File: src/rtl/bnn_pkg.sv
`default_nettype none
// ============================================================================
// Module      : bnn_pkg
// Description : Shared constants and types for the BNN weight-load path:
//               layer codes, per-layer slot counts, record length and the
//               offset field type.
// Revision    : 1.0 - initial release
// ============================================================================
package bnn_pkg;

  // Layer codes carried in the low two bits of record byte 0
  localparam logic [1:0] LAYER_CONV1 = 2'd1;
  localparam logic [1:0] LAYER_CONV2 = 2'd2;
  localparam logic [1:0] LAYER_FC    = 2'd3;

  // Number of addressable slots per layer
  localparam int N_K1 = 90;
  localparam int N_K2 = 1080;
  localparam int N_FC = 10;

  // Bytes per weight record on the input stream
  localparam int REC_BYTES = 8;

  typedef logic [7:0] d_offset_t;

endpackage
`default_nettype wire

File: src/rtl/bnn_rec_check.sv
`default_nettype none
// ============================================================================
// Module      : bnn_rec_check
// Description : Combinational record validator. A record is valid when its
//               layer code is non-zero and its address lies below the slot
//               count of that layer.
// Ports       : layer [1:0]      - layer code (1=conv1, 2=conv2, 3=fc)
//               addr  [ADDR_W-1] - slot index
//               valid            - high when (layer, addr) names a real slot
// Revision    : 1.0 - initial release
// ============================================================================
module bnn_rec_check #(
  parameter int ADDR_W = 11,
  parameter int N_K1   = bnn_pkg::N_K1,
  parameter int N_K2   = bnn_pkg::N_K2,
  parameter int N_FC   = bnn_pkg::N_FC
) (
  input  logic [1:0]        layer,
  input  logic [ADDR_W-1:0] addr,
  output logic              valid
);
  import bnn_pkg::*;

  // One extra bit so a slot count equal to 2**ADDR_W still compares correctly
  localparam logic [ADDR_W:0] c_lim_k1 = (ADDR_W+1)'(N_K1);
  localparam logic [ADDR_W:0] c_lim_k2 = (ADDR_W+1)'(N_K2);
  localparam logic [ADDR_W:0] c_lim_fc = (ADDR_W+1)'(N_FC);

  logic [ADDR_W:0] w_addr_x;

  assign w_addr_x = {1'b0, addr};

  always_comb begin
    valid = 1'b0;
    case (layer)
      LAYER_CONV1: valid = (w_addr_x < c_lim_k1);
      LAYER_CONV2: valid = (w_addr_x < c_lim_k2);
      LAYER_FC:    valid = (w_addr_x < c_lim_fc);
      default:     valid = 1'b0;
    endcase
  end

endmodule
`default_nettype wire

File: src/rtl/bnn_weight_loader.sv
`default_nettype none
// ============================================================================
// Module      : bnn_weight_loader
// Description : Parses an 8-byte-per-record weight stream into single-cycle
//               kernel write commands. Bad records are dropped and flagged.
// Ports       : clk, rst_n        - clock, async active-low reset
//               load_en           - permits byte intake
//               sync_clr          - synchronous parser abort / counter clear
//               in_valid/in_ready/in_data - byte stream handshake
//               kernel_in_valid   - one-cycle write strobe
//               kernel_layer/addr/offset/bits - write command fields
//               rec_count         - emitted records, saturating
//               err               - sticky bad-record flag
// Revision    : 1.0 - initial release
// ============================================================================
module bnn_weight_loader #(
  parameter int bW     = 8,
  parameter int ADDR_W = 11,
  parameter int N_K1   = bnn_pkg::N_K1,
  parameter int N_K2   = bnn_pkg::N_K2,
  parameter int N_FC   = bnn_pkg::N_FC,
  parameter int CNT_W  = 12
) (
  input  logic              clk,
  input  logic              rst_n,
  input  logic              load_en,
  input  logic              sync_clr,
  input  logic              in_valid,
  output logic              in_ready,
  input  logic [7:0]        in_data,
  output logic              kernel_in_valid,
  output logic [1:0]        kernel_layer,
  output logic [ADDR_W-1:0] kernel_addr,
  output logic [bW-1:0]     kernel_offset,
  output logic [24:0]       kernel_bits,
  output logic [CNT_W-1:0]  rec_count,
  output logic              err
);
  import bnn_pkg::*;

  typedef enum logic [2:0] {
    ST_HDR  = 3'd0,
    ST_ALO  = 3'd1,
    ST_AHI  = 3'd2,
    ST_OFS  = 3'd3,
    ST_PAY  = 3'd4,
    ST_EMIT = 3'd5
  } state_t;

  state_t r_state;
  state_t w_state_nxt;

  logic [1:0]        r_pay_cnt;
  logic [1:0]        r_layer;
  logic [ADDR_W-1:0] r_addr;
  logic [bW-1:0]     r_offset;
  logic [24:0]       r_pay;

  logic [1:0]        r_out_layer;
  logic [ADDR_W-1:0] r_out_addr;
  logic [bW-1:0]     r_out_offset;
  logic [24:0]       r_out_bits;
  logic [CNT_W-1:0]  r_rec_count;
  logic              r_err;

  logic w_accept;
  logic w_rec_ok;
  logic w_in_emit;
  logic w_fire;
  logic w_drop;

  // rst_n gates in_ready so the source sees no room while held in reset
  assign in_ready  = rst_n & load_en & (r_state != ST_EMIT);
  assign w_accept  = in_valid & in_ready;
  assign w_in_emit = (r_state == ST_EMIT);

  bnn_rec_check #(
    .ADDR_W (ADDR_W),
    .N_K1   (N_K1),
    .N_K2   (N_K2),
    .N_FC   (N_FC)
  ) u_rec_check (
    .layer (r_layer),
    .addr  (r_addr),
    .valid (w_rec_ok)
  );

  // sync_clr suppresses the strobe in the same cycle, hence combinational
  assign w_fire = w_in_emit & w_rec_ok & ~sync_clr;
  assign w_drop = w_in_emit & ~w_rec_ok & ~sync_clr;

  // During the strobe the fields come straight from the holding registers;
  // otherwise the last emitted command is shown.
  assign kernel_in_valid = w_fire;
  assign kernel_layer    = w_fire ? r_layer  : r_out_layer;
  assign kernel_addr     = w_fire ? r_addr   : r_out_addr;
  assign kernel_offset   = w_fire ? r_offset : r_out_offset;
  assign kernel_bits     = w_fire ? r_pay    : r_out_bits;
  assign rec_count       = r_rec_count;
  assign err             = r_err;

  // --------------------------------------------------------------------------
  // State register
  // --------------------------------------------------------------------------
  always_ff @(posedge clk or negedge rst_n) begin
    if (!rst_n) begin
      r_state <= ST_HDR;
    end else begin
      r_state <= w_state_nxt;
    end
  end

  // --------------------------------------------------------------------------
  // Next-state logic
  // --------------------------------------------------------------------------
  always_comb begin
    w_state_nxt = r_state;
    if (sync_clr) begin
      w_state_nxt = ST_HDR;
    end else begin
      case (r_state)
        ST_HDR:  if (w_accept) w_state_nxt = ST_ALO;
        ST_ALO:  if (w_accept) w_state_nxt = ST_AHI;
        ST_AHI:  if (w_accept) w_state_nxt = ST_OFS;
        ST_OFS:  if (w_accept) w_state_nxt = ST_PAY;
        ST_PAY:  if (w_accept && (r_pay_cnt == 2'd3)) w_state_nxt = ST_EMIT;
        ST_EMIT: w_state_nxt = ST_HDR;
        default: w_state_nxt = ST_HDR;
      endcase
    end
  end

  // --------------------------------------------------------------------------
  // Field holding registers, latched as each byte is accepted
  // --------------------------------------------------------------------------
  always_ff @(posedge clk or negedge rst_n) begin
    if (!rst_n) begin
      r_pay_cnt <= 2'd0;
      r_layer   <= 2'd0;
      r_addr    <= '0;
      r_offset  <= '0;
      r_pay     <= '0;
    end else if (sync_clr) begin
      r_pay_cnt <= 2'd0;
    end else if (w_accept) begin
      case (r_state)
        ST_HDR: r_layer     <= in_data[1:0];
        ST_ALO: r_addr[7:0] <= in_data;
        ST_AHI: r_addr[ADDR_W-1:8] <= in_data[ADDR_W-9:0];
        ST_OFS: r_offset    <= in_data[bW-1:0];
        ST_PAY: begin
          // Counter wraps 3 -> 0 on the last payload byte
          r_pay_cnt <= r_pay_cnt + 2'd1;
          case (r_pay_cnt)
            2'd0:    r_pay[7:0]   <= in_data;
            2'd1:    r_pay[15:8]  <= in_data;
            2'd2:    r_pay[23:16] <= in_data;
            default: r_pay[24]    <= in_data[0];
          endcase
        end
        default: ;
      endcase
    end
  end

  // --------------------------------------------------------------------------
  // Emitted command, record counter and error flag
  // --------------------------------------------------------------------------
  always_ff @(posedge clk or negedge rst_n) begin
    if (!rst_n) begin
      r_out_layer  <= 2'd0;
      r_out_addr   <= '0;
      r_out_offset <= '0;
      r_out_bits   <= '0;
      r_rec_count  <= '0;
      r_err        <= 1'b0;
    end else if (sync_clr) begin
      r_rec_count  <= '0;
      r_err        <= 1'b0;
    end else if (w_fire) begin
      r_out_layer  <= r_layer;
      r_out_addr   <= r_addr;
      r_out_offset <= r_offset;
      r_out_bits   <= r_pay;
      if (r_rec_count != {CNT_W{1'b1}}) begin
        r_rec_count <= r_rec_count + CNT_W'(1);
      end
    end else if (w_drop) begin
      r_err <= 1'b1;
    end
  end

endmodule
`default_nettype wire

File: config.mk
export PLATFORM = sky130hd
export DESIGN_NAME = bnn_weight_loader
export DESIGN_NICKNAME = d
export VERILOG_FILES = /design/src/rtl/bnn_pkg.sv /design/src/rtl/bnn_rec_check.sv /design/src/rtl/bnn_weight_loader.sv
export SDC_FILE = /design/constraint.sdc
export NUM_CORES = 1
export LEC_CHECK = 0
export ABC_AREA = 0
export BUFFER_PORTS_ARGS = -buffer_cell sky130_fd_sc_hd__buf_2
export CAP_MARGIN = 40
export CORE_MARGIN = 2
export CORE_UTILIZATION = 62
export CTS_BUF_LIST = sky130_fd_sc_hd__clkbuf_8 sky130_fd_sc_hd__clkbuf_16
export DETAILED_ROUTE_END_ITERATION = 8
export HOLD_SLACK_MARGIN = 0.05
export MAX_ROUTING_LAYER = met4
export PLACE_DENSITY_LB_ADDON = 0.15
export SLEW_MARGIN = 20
export SYNTH_ARGS = -nofsm -noshare
export SYNTH_HDL_FRONTEND = slang
export SYNTH_SLANG_ARGS = --single-unit
File: constraint.sdc
create_clock -name clk -period 4.3 [get_ports clk]
set_input_delay 0.645 -clock clk [delete_from_list [all_inputs] [get_ports clk]]
set_output_delay 0.645 -clock clk [all_outputs]
set_load 0.01 [all_outputs]
==> results.toml <==
[status]
status = "finished, final reports clean"

[global_routing]
grt_pass1_vias = 3447
antenna_found_initial = 0
grt_pass1_wl_mm = 17.1
grt_overflow = 0
grt_use_total = 0.228
grt_max_degree = 94

[routing]
drt_pass1_iterations = 4
via_count = 3401
top_layer = "met4"
drt_iter0_drc = 149
final_antenna_net_count = 0
wl_mm = 10.3
routedWlPerCell_um = 17.9
routed_via_density = 5.89
drc = 0
wirelength_met1_mm = 4.63
wl_met3_um = 455
route.met2.wl_mm = 5.08

[sta]
maxSlewViolCount = 0
skew_ns = 0.0110
fin_crit_ns = 3.52
fin_setup_tns_ns = 0
worstMarginPinSlew_ns = 0.715
slew-limit-headroom = 0.516
max_freq_mhz = 284
rsz0062_at_grt = "no"
setup-violations-final = 0
fin_crit_sh = 0.819
finalHoldViolCount = 0

[worst_setup_path]
start_kind = "flop"
crit_path_max_fanout = 93
reg2reg_to = "r_out_bits[2]"
crit_path_top_delay_cell = "buf_12"
ff2ff_setup_slack_ns = 1.77
path_cells = "nor4b_1 > and3_1 > o21ai_4 > a21oi_4 > buf_12 > mux2_4 > buf_2"
worstPathArrival_ns = 2.88
critPathKind = "reg2out"
worst-path-buf-inv = 2
required_ns = 3.65
reg2regPathDepth = 6
crit_family = "simple AND/OR/NAND/NOR gates"
end_kind = "output port"
cpPeakStageDelay_ns = 0.47
reg2reg_from = "r_addr[6]"

[cts]
cts-resized-gates = 0
cts_buffers = 9
cts-htree-levels = 3
postCtsSetupBuffers = 0
ctsLongestPathBuffers = 2
clock-sinks = 110
clkLatencyLatePin_ns = 0.36
ctsHoldBuffers = 0
clk_pin_slew_ns = 0.11
cts_tree = "yes"
cts_root_buf = "clkbuf_8"

[placement]
globalplace.congestion = 0.803
io_buffers = 73
hpwl_mm = 6.91

[yosys]
synth_seq_cells = 110
avgSynthCellArea_um2 = 14.0
yosysUniqueCellTypes = 44
syn_inst = 395
synth_edf_count = 0
ys_warn_count = 0
netlist_area_um2 = 5550
yosysSeqAreaShare = 0.496
synth_flop_cell = "dfrtp_1"
async_reset_ff_frac = 1.00
syn_nets = 413

[pwr]
total_power_mw = 1.83
switching_share = 0.246
p_int_mw = 1.38
p_clk_frac = 0.357
cellPowerDensity_nw_per_um2 = 300
peakVddDrop_uv = 258
p_switching_mw = 0.451
power_frac_comb = 0.056
power_leakage_nw = 3.11
pwr-share-seq = 0.587

[final_layout]
syn_to_final_growth_pct = 10.3
fin_nets = 482
drive_above_1_share = 0.503
final_common_cell = "dfrtp_1"
antennaDiodeCount = 0
layout_common_cells = "110 x dfrtp_1, 72 x buf_2, 70 x mux2_4, 68 x mux2_2, 20 x nand2_1"

[floorplanning]
die_w_um = 98.6
io_pins = 74
die_y_um = 98.6
design.core.area_um2 = 8720
rows = 34
initial_utilization = 0.636
dieArea_um2 = 9720

[flow_run]
cap_violations = 0

[min_path]
hold_class = "in2async"
## per-stage QoR
step / std cells / utilization / hold slack (ns) / setup WS, ns / cell area [um^2]
6_report: 577 / 0.702 / 0.412 / 0.779 / 6120
5_1_grt: 577 / 0.702 / 0.442 / 0.650 / 6120
4_1_cts: 576 / 0.701 / 0.404 / 0.766 / 6110
3_5_place_dp: 560 / 0.677 / 0.493 / 1.17 / 5900
3_3_place_gp: 559 / 0.674 / 0.489 / 1.22 / 5870
2_1_floorplan: 395 / - / 0.349 / 1.75 / 5550
## registers in the layout, indices dropped and copies added, names as in the netlist, 3 cells and up
register	count
r_out_offset	8
rec_count	12
r_out_addr	11
r_pay	25
r_offset	8
r_addr	11
r_state	3
r_out_bits	25
## cells by family (layout without fill, tap and decap cells)
kind of cell / Yosys count / count (layout) / synth area share
muxes: 138 / 138 / 0.327
adders and majority gates: 5 / 5 / 0.0113
buffers and inverters: 27 / 101 / 0.0431
and+or+nand+nor: 76 / 76 / 0.0697
AOI/OAI and AO/OA: 36 / 36 / 0.0478
DFF: 110 / 110 / 0.496
xor gates and xnor gates: 3 / 3 / 0.00474
## worst reg2reg max path, stage by stage (launching register included)
cell and delay (ns):
dfrtp_1 0.46, nor4b_1 0.30, and3_1 0.34, o21ai_4 0.15
a21oi_4 0.18, buf_12 0.47, mux2_2 0.53
## synthesized netlist by cell type, drive strengths merged, types with 2 or more instances
master,instances,share of area
a21oi,14,0.015
a311o,2,0.0036
and3,4,0.0045
and4,3,0.0047
buf,16,0.036
clkbuf,4,0.0027
dfrtp,110,0.50
ha,5,0.011
inv,7,0.0047
mux2,138,0.33
nand2,21,0.015
nand3,6,0.0054
nand4,5,0.0056
nor2,18,0.012
nor2b,5,0.0056
nor3,3,0.0027
nor3b,2,0.0027
o21ai,6,0.0074
o311a,2,0.0036
o31ai,2,0.0027
o32ai,2,0.0032
or3,3,0.0034
xnor2,2,0.0032
## per-layer routing
layer	GRT usage	up-vias
met5	-	-
met4	0.0643	0
met3	0.0546	14
met2	0.357	79
met1	0.301	1747
li1	-	1561
## final cells by class
type                            instances  area (um^2)
Fill cell                             649         2600
Multi-Input combinational cell        258         2560
Inverter                                7         26.3
Timing Repair Buffer                   78          438
Clock buffer                           10          138
Clock inverter                          6         73.8
Tap cell                              108          135
Sequential cell                       110         2750
## power groups by stage
stage	Sequential [mW]	Clock [mW]	Combinational, mW
finish	1.08	0.655	0.102
global route	1.08	0.721	0.116
CTS	1.08	0.677	0.105
detailed placement	1.10	0	0.104
global placement	1.10	0	0.0986
floorplan	1.09	0	0.0594
## worst max path at each step
stage,start,endpoint,slack [ns],depth (start not counted)
finish,r_addr[6],kernel_bits[1],0.78,7
global route,r_addr[6],kernel_bits[3],0.65,7
CTS,r_addr[7],kernel_addr[7],0.77,7
global placement,r_addr[7],kernel_addr[7],1.22,7
floorplan,r_addr[7],kernel_addr[0],1.75,8
detailed placement,r_addr[7],kernel_addr[7],1.17,7
Note: power is estimated with default switching activity, not from simulation.
